**config.mk**
```make
export PLATFORM = sky130hd
export DESIGN_NAME = jtopl_host
export DESIGN_NICKNAME = d
export VERILOG_FILES = /design/src/rtl/jtopl_host_pkg.sv /design/src/rtl/jtopl_host_strobe.sv /design/src/rtl/jtopl_host.sv
export SDC_FILE = /design/constraint.sdc
export NUM_CORES = 1
export LEC_CHECK = 0
export BUFFER_PORTS_ARGS = -buffer_cell sky130_fd_sc_hd__buf_2
export CAP_MARGIN = 5
export CORE_MARGIN = 2
export CORE_UTILIZATION = 49
export CTS_BUF_LIST = sky130_fd_sc_hd__clkbuf_2 sky130_fd_sc_hd__clkbuf_4 sky130_fd_sc_hd__clkbuf_8
export CTS_CLUSTER_DIAMETER = 40
export DETAILED_ROUTE_END_ITERATION = 10
export GPL_ROUTABILITY_DRIVEN = 0
export PLACE_DENSITY = 0.76
export SLEW_MARGIN = 0
export SYNTH_ARGS = -nofsm -noshare
export SYNTH_HDL_FRONTEND = slang
export SYNTH_SLANG_ARGS = --single-unit
```
**constraint.sdc**
```tcl
create_clock -name clk -period 2.1 [get_ports clk]
set_clock_uncertainty 0.15 [all_clocks]
set_input_delay 0.42 -clock clk [delete_from_list [all_inputs] [get_ports clk]]
set_output_delay 0.42 -clock clk [all_outputs]
set_load 0.01 [all_outputs]
```
**src/rtl/jtopl_host_pkg.sv**
```systemverilog
// jtopl_host_pkg: shared types and constants for the jtopl bus initiator.
package jtopl_host_pkg;

    localparam int CW = 8;

    localparam logic [7:0] IRQ_REG = 8'h04;
    localparam logic [7:0] IRQ_VAL = 8'h80;

    typedef enum logic [2:0] {
        IDLE,
        AWR,
        AWAIT,
        DWR,
        DWAIT,
        SRD
    } state_t;

endpackage

```
**src/rtl/jtopl_host_strobe.sv**
```systemverilog
// jtopl_host_strobe: shared phase counter plus registered chip-bus strobe/address/data drivers.
// A load sets the phase length and strobe levels; expire_o marks the last cen tick of a phase.
module jtopl_host_strobe
    import jtopl_host_pkg::*;
(
    input  logic          clk,
    input  logic          rst_n,
    input  logic          cen_i,
    input  logic          ld_i,
    input  logic [CW-1:0] len_i,
    input  logic          wr_i,
    input  logic          rd_i,
    input  logic          bus_i,
    input  logic          addr_i,
    input  logic [7:0]    din_i,
    output logic          expire_o,
    output logic          opl_addr_o,
    output logic [7:0]    opl_din_o,
    output logic          opl_cs_n_o,
    output logic          opl_wr_n_o
);

    logic [CW-1:0] cnt_q, cnt_d;
    logic          cs_n_q, cs_n_d;
    logic          wr_n_q, wr_n_d;
    logic          addr_q, addr_d;
    logic [7:0]    din_q, din_d;

    assign expire_o = cen_i && cnt_q == CW'(1);

    // Address/data only change on an explicit bus load, so they hold while strobes are high.
    always_comb begin
        cnt_d  = ld_i ? len_i : (cen_i && cnt_q != '0) ? cnt_q - CW'(1) : cnt_q;
        cs_n_d = ld_i ? !(wr_i || rd_i) : cs_n_q;
        wr_n_d = ld_i ? !wr_i : wr_n_q;
        addr_d = bus_i ? addr_i : addr_q;
        din_d  = bus_i ? din_i : din_q;
    end

    always_ff @(posedge clk or negedge rst_n) begin
        if (!rst_n) begin
            cnt_q  <= '0;
            cs_n_q <= 1'b1;
            wr_n_q <= 1'b1;
            addr_q <= 1'b0;
            din_q  <= 8'h00;
        end else begin
            cnt_q  <= cnt_d;
            cs_n_q <= cs_n_d;
            wr_n_q <= wr_n_d;
            addr_q <= addr_d;
            din_q  <= din_d;
        end
    end

    assign opl_addr_o = addr_q;
    assign opl_din_o  = din_q;
    assign opl_cs_n_o = cs_n_q;
    assign opl_wr_n_o = wr_n_q;

endmodule

```
**src/rtl/jtopl_host.sv**
```systemverilog
// jtopl_host: request-driven bus initiator for the jtopl register interface (writes and status reads).
// Define JTOPL_HOST_IRQACK_EN to add an automatic IRQ-flag reset write and the irq_ack_o pulse.
module jtopl_host
    import jtopl_host_pkg::*;
#(
    parameter int PULSE     = 2,
    parameter int ADDR_WAIT = 12,
    parameter int DATA_WAIT = 84
) (
    input  logic       clk,
    input  logic       rst_n,
    input  logic       cen_i,
    input  logic       req_valid_i,
    output logic       req_ready_o,
    input  logic [7:0] req_reg_i,
    input  logic [7:0] req_val_i,
    input  logic       stat_req_i,
    output logic       stat_valid_o,
    output logic [7:0] stat_data_o,
    output logic       busy_o,
    output logic [7:0] opl_din_o,
    output logic       opl_addr_o,
    output logic       opl_cs_n_o,
    output logic       opl_wr_n_o,
    input  logic [7:0] opl_dout_i,
    input  logic       opl_irq_n_i
`ifdef JTOPL_HOST_IRQACK_EN
   ,output logic       irq_ack_o
`endif
);

    state_t        state_q, state_d;
    logic [7:0]    val_q, val_d;
    logic [7:0]    stat_data_q, stat_data_d;
    logic          ready_q, ready_d;
    logic          stat_valid_q, stat_valid_d;
    logic          ld, wr_s, rd_s, bus, addr_l, expire;
    logic          take_ack, ack_go, ack_pend_d;
    logic [CW-1:0] len;
    logic [7:0]    din_l;

    always_comb begin
        state_d      = state_q;
        val_d        = val_q;
        stat_data_d  = stat_data_q;
        stat_valid_d = 1'b0;
        ld           = 1'b0;
        len          = '0;
        wr_s         = 1'b0;
        rd_s         = 1'b0;
        bus          = 1'b0;
        addr_l       = 1'b0;
        din_l        = opl_din_o;
        take_ack     = 1'b0;
        case (state_q)
            IDLE: begin
                if (ack_go) begin
                    state_d  = AWR;
                    take_ack = 1'b1;
                    val_d    = IRQ_VAL;
                    ld       = 1'b1;
                    len      = CW'(PULSE);
                    wr_s     = 1'b1;
                    bus      = 1'b1;
                    din_l    = IRQ_REG;
                end else if (stat_req_i) begin
                    state_d = SRD;
                    ld      = 1'b1;
                    rd_s    = 1'b1;
                    bus     = 1'b1;
                end else if (req_valid_i && ready_q) begin
                    state_d = AWR;
                    val_d   = req_val_i;
                    ld      = 1'b1;
                    len     = CW'(PULSE);
                    wr_s    = 1'b1;
                    bus     = 1'b1;
                    din_l   = req_reg_i;
                end
            end
            AWR: begin
                if (expire) begin
                    state_d = AWAIT;
                    ld      = 1'b1;
                    len     = CW'(ADDR_WAIT);
                end
            end
            AWAIT: begin
                if (expire) begin
                    state_d = DWR;
                    ld      = 1'b1;
                    len     = CW'(PULSE);
                    wr_s    = 1'b1;
                    bus     = 1'b1;
                    addr_l  = 1'b1;
                    din_l   = val_q;
                end
            end
            DWR: begin
                if (expire) begin
                    state_d = DWAIT;
                    ld      = 1'b1;
                    len     = CW'(DATA_WAIT);
                end
            end
            DWAIT: state_d = expire ? IDLE : DWAIT;
            SRD: begin
                state_d      = IDLE;
                ld           = 1'b1;
                stat_valid_d = 1'b1;
                stat_data_d  = opl_dout_i;
            end
            default: state_d = IDLE;
        endcase
        // Ready only after a full idle cycle, so the cycle that re-enters IDLE never accepts.
        ready_d = state_q == IDLE && state_d == IDLE && !ack_pend_d;
    end

    always_ff @(posedge clk or negedge rst_n) begin
        if (!rst_n) begin
            state_q      <= IDLE;
            val_q        <= 8'h00;
            ready_q      <= 1'b0;
            stat_valid_q <= 1'b0;
            stat_data_q  <= 8'h00;
        end else begin
            state_q      <= state_d;
            val_q        <= val_d;
            ready_q      <= ready_d;
            stat_valid_q <= stat_valid_d;
            stat_data_q  <= stat_data_d;
        end
    end

    jtopl_host_strobe u_strobe (
        .clk        (clk),
        .rst_n      (rst_n),
        .cen_i      (cen_i),
        .ld_i       (ld),
        .len_i      (len),
        .wr_i       (wr_s),
        .rd_i       (rd_s),
        .bus_i      (bus),
        .addr_i     (addr_l),
        .din_i      (din_l),
        .expire_o   (expire),
        .opl_addr_o (opl_addr_o),
        .opl_din_o  (opl_din_o),
        .opl_cs_n_o (opl_cs_n_o),
        .opl_wr_n_o (opl_wr_n_o)
    );

`ifdef JTOPL_HOST_IRQACK_EN
    logic irq_q, ack_pend_q, ack_run_q, ack_run_d, irq_ack_q, irq_ack_d;

    assign ack_go     = ack_pend_q;
    assign ack_pend_d = (ack_pend_q && !take_ack) || (irq_q && !opl_irq_n_i);
    assign ack_run_d  = take_ack ? 1'b1 : state_q == IDLE ? 1'b0 : ack_run_q;
    assign irq_ack_d  = ack_run_q && state_q == DWAIT && state_d == IDLE;

    always_ff @(posedge clk or negedge rst_n) begin
        if (!rst_n) begin
            irq_q      <= 1'b1;
            ack_pend_q <= 1'b0;
            ack_run_q  <= 1'b0;
            irq_ack_q  <= 1'b0;
        end else begin
            irq_q      <= opl_irq_n_i;
            ack_pend_q <= ack_pend_d;
            ack_run_q  <= ack_run_d;
            irq_ack_q  <= irq_ack_d;
        end
    end

    assign irq_ack_o = irq_ack_q;
`else
    logic unused_irq;

    assign ack_go     = 1'b0;
    assign ack_pend_d = 1'b0;
    assign unused_irq = opl_irq_n_i ^ take_ack;
`endif

    assign req_ready_o  = ready_q;
    assign stat_valid_o = stat_valid_q;
    assign stat_data_o  = stat_data_q;
    assign busy_o       = state_q != IDLE;

endmodule

```
After elaboration in Yosys (flattened, before gate mapping)
Index checks and enable logic that the tools add are counted.

Add/sub/neg operators: 1. Equal/unequal tests: 9. Reductions and logical operators: 16. Bitwise gates (word level): 1. Mux-type cells: 30.

Operators with widths (number): $mux W8 (5); $pmux W7 S4 (1); $mux W3 (6); $pmux W8 S2 (1); $pmux W3 S5 (1); $eq A8 B1 Y1 const B (1); $mux W1 (8); $reduce_bool A8 Y1 (1); $sub A8 B1 Y8 const B (1); $mux W7 (1); $eq A3 B2 Y1 const B (2); $eq A3 B3 Y1 const B (2); $logic_not A3 Y1 (2); $mux W2 (3); $ne A2 B2 Y1 const B (3); $reduce_and A5 Y1 (1); $logic_and A1 B1 Y1 (4); $mux W4 (1); $pmux W1 S2 (2); $reduce_bool A2 Y1 (2); $eq A3 B1 Y1 const B (1); $pmux W1 S3 (1); $reduce_and A3 Y1 (1); $reduce_bool A3 Y1 (1); 4 further kinds (5).

Input port bits: 30. Word-level logic and storage cells: 67. Output and inout port bits: 22. Register bits: 40.

Depth between registers and ports, before layout
Gate-level depths: netlist of the first run.

Word-level depth: 6. Gate-level depth with buffers: 6. Gate-level depth less buffers: 6.

Modules after synthesis
From an unflattened synthesis of the first run, not the netlist that was laid out.

Cell total of the unflattened synthesis: 201. Area, all modules: 2230.9 um2.

Modules (own cells, without submodules): jtopl_host (cells an instance 113, seq. area each 525.5 um2, times used 1, area an instance 1290.0 um2); jtopl_host_strobe (cells an instance 88, seq. area each 478.0 um2, times used 1, area an instance 940.9 um2).

Worst setup path after synthesis of the first run
No wires, ideal clock.

Path type: register -> register. Start: register u_strobe.cnt_q[2]. End: register u_strobe.din_q[0] (netlist: u_strobe.opl_din_o[0]). Setup time: 0.125 ns. Clock period less this slack: 2.003 ns. Path buffers: 0. Cell stages (with the launch flop): 5. Slack: 0.097 ns. Data arrival time: 1.728 ns. Data required time: 1.825 ns. Cells stage by stage: dfrtp_1 -> nor4_2 -> nand3_2 -> a21oi_4 -> mux2_2.

Cells in the longest elaborated chain, start to end: 5. Elaborated cells on any way between the ends: 6. Those cells by class: 2 x eq/ne; 2 x mux; 2 x reduce/logical.

RTL lines: from (decl) (RTL line jtopl_host_strobe.sv:23) `logic [CW-1:0] cnt_q, cnt_d;`; from (signal assigned) (RTL line jtopl_host_strobe.sv:48) `cnt_q <= cnt_d;`; $eq A8 B1 Y1 (*) (RTL line jtopl_host_strobe.sv:29) `assign expire_o = cen_i && cnt_q == CW'(1);`; $logic_and A1 B1 Y1 (*) (RTL line jtopl_host_strobe.sv:29); $mux W1 (RTL line jtopl_host.sv:89) `if (expire) begin`; $pmux W1 S2 (RTL line jtopl_host.sv:55) `case (state_q)`; $reduce_and A5 Y1 (no source line) (*); to (signal assigned) (RTL line jtopl_host_strobe.sv:52) `din_q <= din_d;`; to (decl) (RTL line jtopl_host_strobe.sv:27) `logic [7:0] din_q, din_d;`.

Every way passes the cells marked *; elsewhere a longest branch is shown, timed or not. A chain may end at the register's enable or synchronous reset.

Worst setup path after layout of the first run
Start: register u_strobe.cnt_q[1]. End: register u_strobe.cnt_q[4].

Cells in the longest elaborated chain, start to end: 5. Elaborated cells on any way between the ends: 12. Those cells by class: 1 x add/sub; 1 x eq/ne; 6 x mux; 4 x reduce/logical.

RTL lines: branches (longest 5 deep; another with $sub A8 B1 Y8).

Several ways; the timed one is not identified. The select of a mux whose other input is x is not followed.

==> results of run 1 <==
-- synthesized netlist by cell type, types with 2 or more instances --
library cell,number
ha_1,3
inv_1,5
nand3_1,4
o22ai_1,2
dfrtp_1,38
or3_1,2
o21ai_0,4
buf_2,3
mux2_2,32
nand4_1,2
nand2b_1,2
o21a_1,2
nor3b_1,3
xnor2_1,2
xor2_1,2
and3_1,3
nor4_2,2
clkbuf_1,3
nor3_1,3
nor4_1,2
a21o_1,2
dfstp_2,2
nand2_1,4
o311a_2,2
o211ai_1,4
nor2_1,9
a21oi_1,3
-- sequential cells by signal, indices dropped and copies added, names as in the netlist, 3 cells and up --
register / count
stat_data_o: 8
u_strobe.cnt_q: 8
u_strobe.opl_din_o: 8
val_q: 8
state_q: 3
-- cells by family after synthesis --
logic type | after synthesis | synth area share
AOI/OAI and AO/OA | 30 | 0.118
xor gates and xnor gates | 4 | 0.0169
adders and majority gates | 3 | 0.0181
buffers and inverters | 12 | 0.0236
DFF | 40 | 0.485
muxes | 33 | 0.181
and+or+nand+nor | 49 | 0.157
-- layout make-up --
type,count,area [um2]
clock buffers,6,76.3
clock inverters,2,16.3
fillers,316,1330
inverters,5,18.8
multi-input cells,119,1040
flip-flops and latches,40,1000
well taps,50,62.6
repair buffers,76,473
-- power by group --
part           total, mW  internal, mW  switching [mW]
Sequential          1.34          1.10           0.241
Combinational       1.97          1.01           0.952
Clock              0.530         0.249           0.281
-- per-stage QoR --
step	worst slack, ps	total power [mW]
after CTS	2.33	3.75
after floorplan	97.1	2.54
after global routing	-21.5	4.12
after detailed placement	30.7	3.21
after global placement	78.6	3.14
final	67.4	3.84
-- per-layer routing --
| metal | up-vias | GRT usage | wire length [um] |
|---|---|---|---|
| li1 | 790 | - | - |
| met5 | - | 0 | 0 |
| met1 | 799 | 0.289 | 2100 |
| met3 | 9 | 0.0341 | 203 |
| met2 | 50 | 0.343 | 2320 |
| met4 | 0 | 0.0760 | 75 |
-- what timing repair did --
item | in CTS | in global routing
buffers inserted | 0 | 3
setup endpoints to repair | 0 | 17
hold endpoints to repair | 38 | 0
resized for setup | 0 | 7
hold buffers | 1 | 0
-- worst min-delay path by stage --
stage	end	slack [ps]	startpoint
6_report	stat_data_o[2]	210	opl_dout_i[2]
5_1_grt	val_q[4]	200	req_val_i[4]
4_1_cts	stat_data_o[2]	200	opl_dout_i[2]
3_5_place_dp	u_strobe.cnt_q[3]	260	rst_n
3_3_place_gp	u_strobe.cnt_q[7]	260	rst_n
2_1_floorplan	req_ready_o	-30	rst_n
==> metrics.md, run 1 <==
| Metric | Value |
|---|---|
| Run status | finished clean |
| Crit share post-route | 0.968 |
| Placed cells | 286 |
| Yosys warning total | 0 |
| Nets | 280 |
| Final wirelength | between 4 and 5 mm |
| CTS tree | yes |
| Grt ovf | 0 |
| Design area | 2700 um2 |
| Fin cells | between 200 and 300 |
| Mapped Nets | 204 |
| Max Root-Sink Buffers | 2 |
| Crit. End Element | flop |
| Aggregate negative setup slack | 0 ps |
| CTS H-tree depth | 2 |
| Slew Limit Fails | 0 |
| Final hold viol count | 0 |
| Largest net degree at the start of global routing | 41 |
| EDFF count, synth | 0 |
| Max IR drop VDD | 0.814 mV |
| Area grow syn2layout | 30.2% |
| Vias in the first global route | around 1600 |
| CTS Buf Count | 5 |
| Avg WL per Cell | 15.8 um |
| CTS clock-pin slew for the worst setup and hold paths | about 80 ps |
| Crit path buffers/inverters | 1 |
| Util after Layout | 0.669 |
| MaxCap Viol Count | 0 |
| Syn Area/Cell | 12.1 um2 |
| Seq/Total Area, Yosys | 0.485 |
| Initial DRC Count | 76 |
| Setup violations, final | 0 |
| Cell row count | 23 |
| Vias per cell | between 5 and 6 |
| Setup slack, reg-to-reg | roughly 67 ps |
| Synth cell types | 53 |
| Post-synth top area share | 0.459 |
| FF-to-FF path depth | 6 |
| Cell family with the largest share of critical-path delay | simple AND/OR/NAND/NOR gates |
| Most frequent cells in the layout | buf_2, dfrtp_1, mux2_2, buf_4, nor2_1 |
| Detail Route Antenna Nets | 0 |
| Initial Utilization | 0.514 |
| Top Ports | 52 |
| Core box area | 4030 um2 |
| PD cells | 1420 nW/um2 |
| Minimum clock period | about 2000 ps |
| Cell Area, Synth | 2070 um2 |
| Worst-path fanout max | 4 |
| Clock Tree Root | clkbuf_8 |
| Antenna cell count | 0 |
| Die Y | 69.0 um |
| Worst EP required | about 2200 ps |
| Slew @ Worst Pin | between 300 and 400 ps |
| R2r endpoint | u_strobe.cnt_q[4] |
| Max-Slew Margin vs Limit | 0.756 |
| Die Wd | a little under 70 um |
| Most common cell after layout, fill and taps aside | buf_2 |
| CP Depth | 6 |
| Crit start category | flop |
| Syn Inst Count | 171 |
| Vias | 1648 |
| GR Util All Layers | 0.212 |
| Hold crit path type | input pin to flop |
| Hpwl dp | between 3 and 4 mm |
| Share of layout cells above drive strength 1 | 0.565 |
| Critical path launch point | u_strobe.cnt_q[1] |
| Die area | between 4000 and 5000 um2 |
| Most used DFF post-synth | dfrtp_1 |
| Arr. time, crit path | between 2000 and 2500 ps |
| Largest area contributor in the synthesized netlist | dfrtp_1 |
| Min Hold Slack | between 200 and 250 ps |
| Crit-path cells | inv_2 -> ha_1 -> or4bb_4 -> nor4_4 -> o31ai_1 -> nor3b_1 |
| Max stage delay on crit path | 510 ps |
| First-pass GRT wire length | approximately 7.5 mm |
| Worst R2R Start | u_strobe.cnt_q[1] |
| Synthesized flop and latch total | 40 |
| Clock latency on the worst-skew pair | between 200 and 300 ps |
| Area after DPL | 2530 um2 |
| Worst path slowest cell | or4bb_4 |
| # port buffers | 50 |
| Async set or reset register ratio after synthesis | 1.00 |
| DRC Markers | 0 |
| Drt first pass iters | 4 |
| Fmax | 0.492 GHz |
| CP Capture Point | u_strobe.cnt_q[4] |
| Synth area leaders | dfrtp_1, mux2_2, dfstp_2, ha_1, nor2_1 |
| Setup CP Type | flop to flop |
| Worst Hold Depth | 2 |
| Initial antenna violation count | 0 |
| Clk sinks | 40 |
| Static Leak | 1.28 nW |
Note: power is estimated with default switching activity, not from simulation.
==> inputs of run 2 (changes only) <==
--- a/config.mk
+++ b/config.mk
@@ -14,6 +14,7 @@
 export DETAILED_ROUTE_END_ITERATION = 10
 export GPL_ROUTABILITY_DRIVEN = 0
 export PLACE_DENSITY = 0.76
+export SETUP_SLACK_MARGIN = 0.15
 export SLEW_MARGIN = 0
 export SYNTH_ARGS = -nofsm -noshare
 export SYNTH_HDL_FRONTEND = slang
==> metrics.md, run 2 (synthesis results as in run 1) <==
| Metric | Value |
|---|---|
| Final hold viol count | 0 (unchanged) |
| Drt first pass iters | 4 (unchanged) |
| Max stage delay on crit path | 440 ps (was 510 ps) |
| Initial antenna violation count | 0 (unchanged) |
| CTS clock-pin slew for the worst setup and hold paths | 80 ps (about the same) |
| Die area | 4760 um2 (unchanged) |
| Max Root-Sink Buffers | 2 (unchanged) |
| Minimum clock period | 2010 ps (was 2030 ps) |
| Grt ovf | 0 (unchanged) |
| CTS tree | yes (unchanged) |
| Initial Utilization | 0.514 (unchanged) |
| Crit share post-route | 0.957 (was 0.968) |
| Worst path slowest cell | dfrtp_1 (was or4bb_4) |
| Clock latency on the worst-skew pair | 300 ps (was 290 ps) |
| FILL cells | 277 (was 316) |
| Cell row count | 23 (unchanged) |
| Detail Route Antenna Nets | 0 (unchanged) |
| PD cells | 1540 nW/um2 (was 1420 nW/um2) |
| Fmax | 0.498 GHz (was 0.492 GHz) |
| Crit-path cells | inv_1 -> ha_1 -> or3b_4 -> o21a_4 -> mux2_4 -> o21ai_2 (was inv_2 -> ha_1 -> or4bb_4 -> nor4_4 -> o31ai_1 -> nor3b_1) |
| Setup slack, reg-to-reg | 90 ps (was 70 ps) |
| Nets | 283 (was 280) |
| DRC Markers | 0 (unchanged) |
| Storage cell area | 1000 um2 (about the same) |
| Static Leak | 1.33 nW (was 1.28 nW) |
| Most common cell after layout, fill and taps aside | buf_2 (unchanged) |
| First-pass GRT wire length | 7.94 mm (was 7.48 mm) |
| Slew @ Worst Pin | 505 ps (was 361 ps) |
| Hpwl dp | 3.26 mm (was 3.38 mm) |
| Vias | 1769 (was 1648) |
| Worst-path fanout max | 5 (was 4) |
| Share of layout cells above drive strength 1 | 0.590 (was 0.565) |
| Slew Limit Fails | 0 (unchanged) |
| Avg WL per Cell | 17.5 um (was 15.8 um) |
| Die Wd | 69.0 um (unchanged) |
| Max IR drop VDD | 0.664 mV (was 0.814 mV) |
| GR Util All Layers | 0.233 (was 0.212) |
| Final Power | 4.34 mW (was 3.84 mW) |
| RSZ-0062 raised after global routing | yes |
| CTS Buf Count | 5 (unchanged) |
| Run status | finished clean (unchanged) |
| Initial DRC Count | 215 (was 76) |
| Setup violations, final | 0 (unchanged) |
| Vias per cell | 5.88 (was 5.53) |
| Core box area | 4030 um2 (unchanged) |
| Min Hold Slack | 12.6 ps (was 206 ps) |
| Worst EP required | 2180 ps (was 2160 ps) |
| Aggregate negative setup slack | 0 ps (unchanged) |
| Antenna cell count | 0 (unchanged) |
| Multi-input gate area | 1120 um2 (was 1040 um2) |
| Largest net degree at the start of global routing | 41 (unchanged) |
| Vias in the first global route | 1674 (was 1636) |
| Clock Tree Root | clkbuf_8 (unchanged) |
| MaxCap Viol Count | 0 (unchanged) |
| Hold crit path type | input pin to asynchronous set/reset pin (was input pin to flop) |
| Setup CP Type | flop to flop (unchanged) |
| Final wirelength | 5.26 mm (was 4.70 mm) |
| Arr. time, crit path | 2090 ps (about the same) |
| CTS H-tree depth | 2 (unchanged) |
| Clk sinks | 40 (unchanged) |
| Top Ports | 52 (unchanged) |
| # port buffers | 50 (unchanged) |
| Max-Slew Margin vs Limit | 0.664 (was 0.756) |
| Die Y | 69.0 um (unchanged) |
| Crit start category | flop (unchanged) |
| Most frequent cells in the layout | buf_2, dfrtp_1, mux2_2, buf_4, nor2_1 (unchanged) |
| Crit. End Element | flop (unchanged) |
| Area grow syn2layout | 36.5% (was 30.2%) |
[run 2: critical path, delay by kind of cell (launching register included)]
| kind | cells | cell delay (ps) |
|---|---|---|
| AO/OA/AOI/OAI | 2 | 350 |
| multiplexers | 1 | 310 |
| flip-flops | 1 | 440 |
| buffers and inverters | 1 | 110 |
| AND/OR/NAND/NOR | 1 | 390 |
| adder cells (fa/ha/maj) | 1 | 180 |
[run 2: per-stage QoR]
stage,setup WS (ps),utilization,area [um2],cells
floorplan,143,-,2080,171
global placement,77.9,0.625,2520,283
detailed placement,54.3,0.625,2520,283
CTS,151,0.679,2730,297
global route,54.9,0.701,2830,301
finish,90.5,0.701,2830,301
[run 2: metal layers]
layer / vias up / global-route usage / routed length [um]
li1: 794 / - / -
met1: 879 / 0.301 / 2120
met2: 79 / 0.361 / 2640
met3: 17 / 0.0601 / 324
met4: 0 / 0.120 / 171
met5: - / 0 / 0
[run 2: worst paths after layout]
path                                       startpoint               endpoint  cells past startpoint
worst max-delay path                u_strobe.cnt_q[0]      u_strobe.cnt_q[1]                      6
worst min-delay path                            rst_n         stat_data_o[4]                      2
worst max register to register      u_strobe.cnt_q[0]      u_strobe.cnt_q[1]                      6
worst min register to register  u_strobe.opl_din_o[7]  u_strobe.opl_din_o[7]                      1
max in group asynchronous                       rst_n    u_strobe.opl_wr_n_o                      2
min in group clk                         req_val_i[4]               val_q[4]                      2
[run 2: power breakdown]
part	internal, mW	leakage (nW)	switching (mW)	total (mW)
clock network	0.419	0.0645	0.275	0.694
logic	1.17	0.750	1.13	2.30
registers	1.10	0.513	0.241	1.34
[run 2: cell type report]
type	instances	share of cell area
Timing Repair Buffer	79	0.176
Inverter	5	0.00664
Clock buffer	7	0.0341
Tap cell	50	0.0221
Clock inverter	1	0.0106
Sequential cell	40	0.355
Multi-Input combinational cell	119	0.395
[run 2: timing repair]
action	in CTS	in global routing
pin swaps	5	4
gates resized for setup	8	10
setup endpoints to repair	18	24
setup buffers	6	4
hold buffers	0	0
